===== config.mk =====
export PLATFORM = sky130hd
export DESIGN_NAME = mem_port_arbiter
export DESIGN_NICKNAME = d
export VERILOG_FILES = /design/src/rtl/mem_port_arbiter.sv
export SDC_FILE = /design/constraint.sdc
export NUM_CORES = 1
export LEC_CHECK = 0
export BUFFER_PORTS_ARGS = -buffer_cell sky130_fd_sc_hd__buf_2
export CAP_MARGIN = 10
export CORE_AREA = 3 3 106 108
export CTS_CLUSTER_SIZE = 12
export DETAILED_ROUTE_END_ITERATION = 16
export DIE_AREA = 0 0 109 111
export PLACE_DENSITY_LB_ADDON = 0.12
export SETUP_SLACK_MARGIN = 0.1
export SLEW_MARGIN = 20
export SYNTH_ARGS = -nofsm -noshare
export SYNTH_HDL_FRONTEND = slang
export SYNTH_SLANG_ARGS = --single-unit
export TNS_END_PERCENT = 30

===== constraint.sdc =====
create_clock -name clk -period 4.7 [get_ports clk]
set_clock_uncertainty 0.15 [all_clocks]
set_input_delay 0.235 -clock clk [delete_from_list [all_inputs] [get_ports clk]]
set_output_delay 0.235 -clock clk [all_outputs]
set_load 0.01 [all_outputs]

===== src/rtl/mem_port_arbiter.sv =====
// Shares one SRAM-like memory port between the instruction and data requesters.
// One transaction outstanding at a time; data has priority, with a starvation override for inst.
module mem_port_arbiter #(
  parameter int AW         = 32,
  parameter int DW         = 32,
  parameter int STARVE_MAX = 4
) (
  input  logic          clk,
  input  logic          rst,
  input  logic          inst_req,
  input  logic [AW-1:0] inst_addr,
  output logic          inst_addr_ok,
  output logic          inst_data_ok,
  output logic [DW-1:0] inst_rdata,
  input  logic          data_req,
  input  logic          data_wr,
  input  logic [1:0]    data_size,
  input  logic [AW-1:0] data_addr,
  input  logic [DW-1:0] data_wdata,
  output logic          data_addr_ok,
  output logic          data_data_ok,
  output logic [DW-1:0] data_rdata,
  output logic          mem_req,
  output logic          mem_wr,
  output logic [1:0]    mem_size,
  output logic [AW-1:0] mem_addr,
  output logic [DW-1:0] mem_wdata,
  input  logic          mem_addr_ok,
  input  logic          mem_data_ok,
  input  logic [DW-1:0] mem_rdata,
  output logic          busy
);
  // state | meaning
  // IDLE  | no transaction outstanding, arbitration happens here
  // ADDR  | request presented on the memory port, waiting for mem_addr_ok
  // WAIT  | request accepted, waiting for mem_data_ok

  typedef enum logic [1:0] {IDLE, ADDR, WAIT} state_t;

  localparam int SW = $clog2(STARVE_MAX + 1);

  state_t        state, nextState;
  logic          owner;
  logic [SW-1:0] starveCnt;
  logic          forceInst, grantInst, grantData;
  logic          addrAccept, respValid;

  assign forceInst = inst_req && (starveCnt == SW'(STARVE_MAX));

  always_comb begin
    nextState = state;
    grantInst = 1'b0;
    grantData = 1'b0;
    unique case (state)
      IDLE: begin
        if (forceInst)     grantInst = 1'b1;
        else if (data_req) grantData = 1'b1;
        else if (inst_req) grantInst = 1'b1;
        if (grantInst || grantData) nextState = ADDR;
      end
      ADDR: if (mem_addr_ok) nextState = mem_data_ok ? IDLE : WAIT;
      WAIT: if (mem_data_ok) nextState = IDLE;
      default: nextState = IDLE;
    endcase
  end

  always_ff @(posedge clk or posedge rst) begin
    if (rst) begin
      state     <= IDLE;
      owner     <= 1'b0;
      starveCnt <= '0;
      mem_wr    <= 1'b0;
      mem_size  <= 2'd0;
      mem_addr  <= '0;
      mem_wdata <= '0;
    end else begin
      state <= nextState;
      if (grantInst) begin
        owner     <= 1'b0;
        starveCnt <= '0;
        mem_wr    <= 1'b0;
        mem_size  <= 2'd2;
        mem_addr  <= inst_addr;
        mem_wdata <= '0;
      end else if (grantData) begin
        owner     <= 1'b1;
        mem_wr    <= data_wr;
        mem_size  <= data_size;
        mem_addr  <= data_addr;
        mem_wdata <= data_wdata;
        // Saturating run length of data grants that passed over a waiting inst request
        if (!inst_req)                          starveCnt <= '0;
        else if (starveCnt != SW'(STARVE_MAX)) starveCnt <= starveCnt + SW'(1);
      end
    end
  end

  // Responses outside an accepted transaction (stray mem_data_ok) never reach a requester
  assign addrAccept = (state == ADDR) && mem_addr_ok;
  assign respValid  = mem_data_ok && (addrAccept || (state == WAIT));

  assign mem_req      = (state == ADDR);
  assign busy         = (state != IDLE);
  assign inst_addr_ok = addrAccept && !owner;
  assign data_addr_ok = addrAccept && owner;
  assign inst_data_ok = respValid && !owner;
  assign data_data_ok = respValid && owner;
  assign inst_rdata   = (respValid && !owner) ? mem_rdata : '0;
  assign data_rdata   = (respValid && owner) ? mem_rdata : '0;

endmodule


==> results.md <==
Timing:
- The tightest slew margin relative to the limit is 29.1%.
- The shortest period the worst path allows is 3.23 ns.
- Static timing analysis puts the maximum clock frequency at 310 MHz.
- The number of max-slew violations in the final report is 0.
- The final critical path takes up 68.7% of the cycle.
- The final count of hold timing violations is 0.
- The actual transition at the worst max-transition pin is 1.06 ns.
- The count of final setup violators is 0.
- The total negative slack is 0 ns.
- Setup repair after global routing left no endpoint under its margin.

Place:
- The HPWL after detailed placement is 9.57 mm.
- The post-place instance area is 0.00513 mm^2.
- The number of placed instances, taps included is 723.
- The routability congestion estimate from global placement is 0.814.
- Port buffering added 273 buffers.

Synthesis:
- Multiplexer cells account for 0% of the synthesized area.
- The synthesized flop and latch total is 73.
- The number of synthesis warnings is 0.
- The XOR/XNOR share of the synthesized area is 0%.
- By area, the combinational part of the netlist is dominated by compound AO/OA/AOI/OAI gates.
- The top cell type by area accounts for 49.6% of the synthesized area.
- The net count of the mapped netlist is 478.
- The count of cell types in the netlist is 34.
- The complex-gate fraction of the synthesized area is 26.8%.
- Sequential cells were found to cover 49.6% of the synthesized design area.
- The biggest area consumer among synthesized cells is sky130_fd_sc_hd__dfrtp_1.
- After Yosys synthesis, and, or, nand and nor cells account for 16.4% of the synthesized area.
- The mean instance size in the synthesized netlist is 10.9 um^2.
- By area the synthesized netlist is led by sky130_fd_sc_hd__dfrtp_1 (50%), sky130_fd_sc_hd__and2_1 (11%), sky130_fd_sc_hd__a22o_1 (8.1%).
- The synthesized cell area is 0.00368 mm^2.
- In the synthesized netlist, the number of instances is 339.
- Summing the areas of all fa, ha and maj instances in the mapped netlist gives 0.680% of the synthesized area.

Floorplan:
- The x dimension of the die is 109 um.
- The floorplan step defined a core boundary enclosing 0.0103 mm^2.
- The die outline height is 111 um.
- 274 I/O pins were placed.
- The area enclosed by the die boundary is 0.0121 mm^2.
- The initial cell density of the core is 35.7%.
- The number of rows in the core area is 37.

Cells and area:
- The area growth from synthesis to layout is 59.4%.
- The layout filler cell count is 943.
- 0 antenna diodes ended up in the layout.
- The summed area of non-filler cells in the final layout is 0.00587 mm^2.
- The final standard cell count with taps included and fillers excluded is 791.
- The net count of the finished layout is 789.
- The post-route netlist has 50.2% of its cells at a drive strength greater than 1.

Worst hold path:
- The kind of path behind the tightest hold check is input port to register.
- In this run the most critical hold path is launched from data_addr[7].
- The instance count along the most critical hold path is 3.
- The worst hold path endpoint is mem_addr[7].

Routing:
- The detail-routed via count per cell is 4.99.
- Once detail routing completed, the nets flagged for antenna violations numbered 0.
- Wires add up to 13.2 mm.
- Across all layers, the routed design uses 3950 vias.
- Dividing the detail-routed wire length by the instance count gives 16.6 um.
- The first-iteration detailed-routing DRC count is 164.
- The count of TritonRoute iterations in the first routing pass is 4.
- The detailed-route DRC error count is 0.

Worst setup path:
- The element type at the critical path start is a register.
- The kind of critical path is register to register.
- The capturing point of the worst reg2reg path is mem_addr[31].
- The data required time at the worst endpoint is 4.79 ns.
- Data on the critical path arrives at its endpoint at 3.32 ns.
- The reg-to-reg startpoint is state[1].
- Counting cells, the worst reg-to-reg path comes to 4.
- STA classifies the critical path endpoint as a register.
- For flop-to-flop paths, the worst setup slack is 1.47 ns.
- Of all nets on the critical path, the largest fanout is 23.

Clock network:
- Post-CTS repair changed the size of 0 cells.
- After clock tree synthesis, the setup repair step added 0 buffers.
- The H-tree generated during clock tree synthesis spans 3 levels.
- The total clock sinks is 73.
- The CTS tree is yes.
- For the worst-skew pair, the clock arrives at the later sink with an insertion delay of 0.34 ns.
- Clock tree synthesis inserted a total of 9 buffers.
- The worst-case clock buffer depth is 2.
- After clock tree synthesis, the clock-pin slew on the worst setup and hold paths is 0.08 ns.
- The root buffer selected by CTS is sky130_fd_sc_hd__clkbuf_8.

Global routing:
- The first global-routing pass estimated 20.8 mm of wire.
- The via count of the first global-routing pass was 4186.
- The maximum number of pins on one net before global-route repair is 44.
- The number of antenna violations at the first check in global routing is 0.
- The global route total overflow is 0.
- The total routing resource utilization after global routing is 21.5%.

Pwr:
- The leakage component of the power is 3.15 nW.
- Power comes to 3.05 mW.
- The maximum VDD drop is 0.191 mV.
- In this run the power density over the cells is 519 mW/mm^2.

Run:
- The max-cap check violation count is 0.

Run status:
- The run finished with clean final reports.
==> synth_stat cells <==
cell type	instances
sky130_fd_sc_hd__and3_4	1
sky130_fd_sc_hd__o22ai_1	1
sky130_fd_sc_hd__inv_1	23
sky130_fd_sc_hd__dfrtp_1	73
sky130_fd_sc_hd__nor2_1	5
sky130_fd_sc_hd__inv_2	1
sky130_fd_sc_hd__nand4_1	17
sky130_fd_sc_hd__ha_1	2
sky130_fd_sc_hd__clkbuf_1	22
sky130_fd_sc_hd__o21bai_1	15
sky130_fd_sc_hd__nand2_1	2
sky130_fd_sc_hd__o22a_1	1
sky130_fd_sc_hd__nor4b_1	1
sky130_fd_sc_hd__o311ai_2	10
sky130_fd_sc_hd__nor2_2	1
sky130_fd_sc_hd__and3_1	1
sky130_fd_sc_hd__a21oi_1	2
sky130_fd_sc_hd__o221a_2	15
sky130_fd_sc_hd__o21ai_0	19
sky130_fd_sc_hd__nand3b_1	1
sky130_fd_sc_hd__nand2b_1	2
sky130_fd_sc_hd__a22o_1	34
sky130_fd_sc_hd__o311ai_1	7
sky130_fd_sc_hd__nand3_2	1
sky130_fd_sc_hd__o21ai_1	1
sky130_fd_sc_hd__nand3_1	2
sky130_fd_sc_hd__a21bo_1	1
sky130_fd_sc_hd__o2bb2ai_1	1
sky130_fd_sc_hd__and2_1	64
sky130_fd_sc_hd__a2111oi_0	1
sky130_fd_sc_hd__a21o_1	1
sky130_fd_sc_hd__a211oi_2	2
sky130_fd_sc_hd__buf_6	3
sky130_fd_sc_hd__buf_2	6
==> power by group <==
| group | total [mW] | switching, mW | leakage (nW) | internal (mW) |
|---|---|---|---|---|
| Combinational | 1.44 | 0.769 | 2.15 | 0.674 |
| Clock | 0.541 | 0.242 | 0.109 | 0.299 |
| Sequential | 1.06 | 0.153 | 0.891 | 0.910 |
==> layout make-up <==
| type | count | area [um^2] | share of cell area [%] |
|---|---|---|---|
| clock inverter | 7 | 95.1 | 1.62 |
| clock buffer | 9 | 124 | 2.11 |
| sequential | 73 | 1830 | 31.1 |
| multi-input combinational | 211 | 1630 | 27.8 |
| inverter | 24 | 90.1 | 1.53 |
| timing repair buffer | 331 | 1930 | 32.9 |
| tap | 136 | 170 | 2.90 |
==> kinds of logic after synthesis <==
family | count (synthesis)
compound gates | 111
fa+ha+maj | 2
flops | 73
simple gates | 98
buf+inv | 55
==> per-stage QoR <==
stage	util, %	worst slack, ns	hold WS [ns]
floorplan	-	2.46	0.148
global placement	49.7	2.10	0.257
detailed placement	49.7	2.00	0.264
CTS	56.7	1.50	0.00199
global route	56.9	1.30	0.000835
finish	56.9	1.47	0.0138
==> worst max-delay path, stage by stage, from the launching register on <==
cell and delay [ns]:
sky130_fd_sc_hd__dfrtp_1 0.42, sky130_fd_sc_hd__nor2_2 0.83, sky130_fd_sc_hd__nand3_1 0.72, sky130_fd_sc_hd__o221a_2 0.45, sky130_fd_sc_hd__dlygate4sd3_1 0.55
==> placed cells by master (no fill, tap or decap), types with 4 or more instances in the layout <==
| cell | count |
|---|---|
| sky130_fd_sc_hd__clkbuf_8 | 9 |
| sky130_fd_sc_hd__nor2_1 | 4 |
| sky130_fd_sc_hd__buf_2 | 273 |
| sky130_fd_sc_hd__buf_4 | 6 |
| sky130_fd_sc_hd__o21ai_0 | 19 |
| sky130_fd_sc_hd__dlygate4sd3_1 | 52 |
| sky130_fd_sc_hd__and2_1 | 64 |
| sky130_fd_sc_hd__o221a_2 | 15 |
| sky130_fd_sc_hd__o21bai_1 | 15 |
| sky130_fd_sc_hd__inv_1 | 22 |
| sky130_fd_sc_hd__o311ai_1 | 7 |
| sky130_fd_sc_hd__dfrtp_1 | 73 |
| sky130_fd_sc_hd__a22o_1 | 34 |
| sky130_fd_sc_hd__nand4_1 | 17 |
| sky130_fd_sc_hd__o311ai_2 | 10 |
==> what timing repair did <==
action,CTS,global route
endpoints found under the setup margin,0,0
endpoints found under the hold margin,87,2
hold buffers,50,2
==> worst max path at each step <==
stage                         from           end
final                     state[1]  mem_addr[31]
after CTS                 state[1]  mem_addr[31]
after floorplan                rst   mem_addr[0]
after global routing      state[1]  mem_addr[31]
after global placement    state[1]  mem_addr[21]
after detailed placement  state[1]  mem_addr[19]
==> metal layers <==
metal,track usage (%),up-vias,wire length (um)
met3,5.13,23,962
met2,38.7,188,6990
met1,24.7,1884,4920
li1,-,1855,-
met5,0,-,0
met4,6.65,0,290
==> flip-flops by register name (all words and copies together), names as in the netlist <==
register,count
mem_addr,32
owner,1
state,2
mem_size,2
starveCnt,3
mem_wr,1
mem_wdata,32
Power figures use the tool's default switching activity.
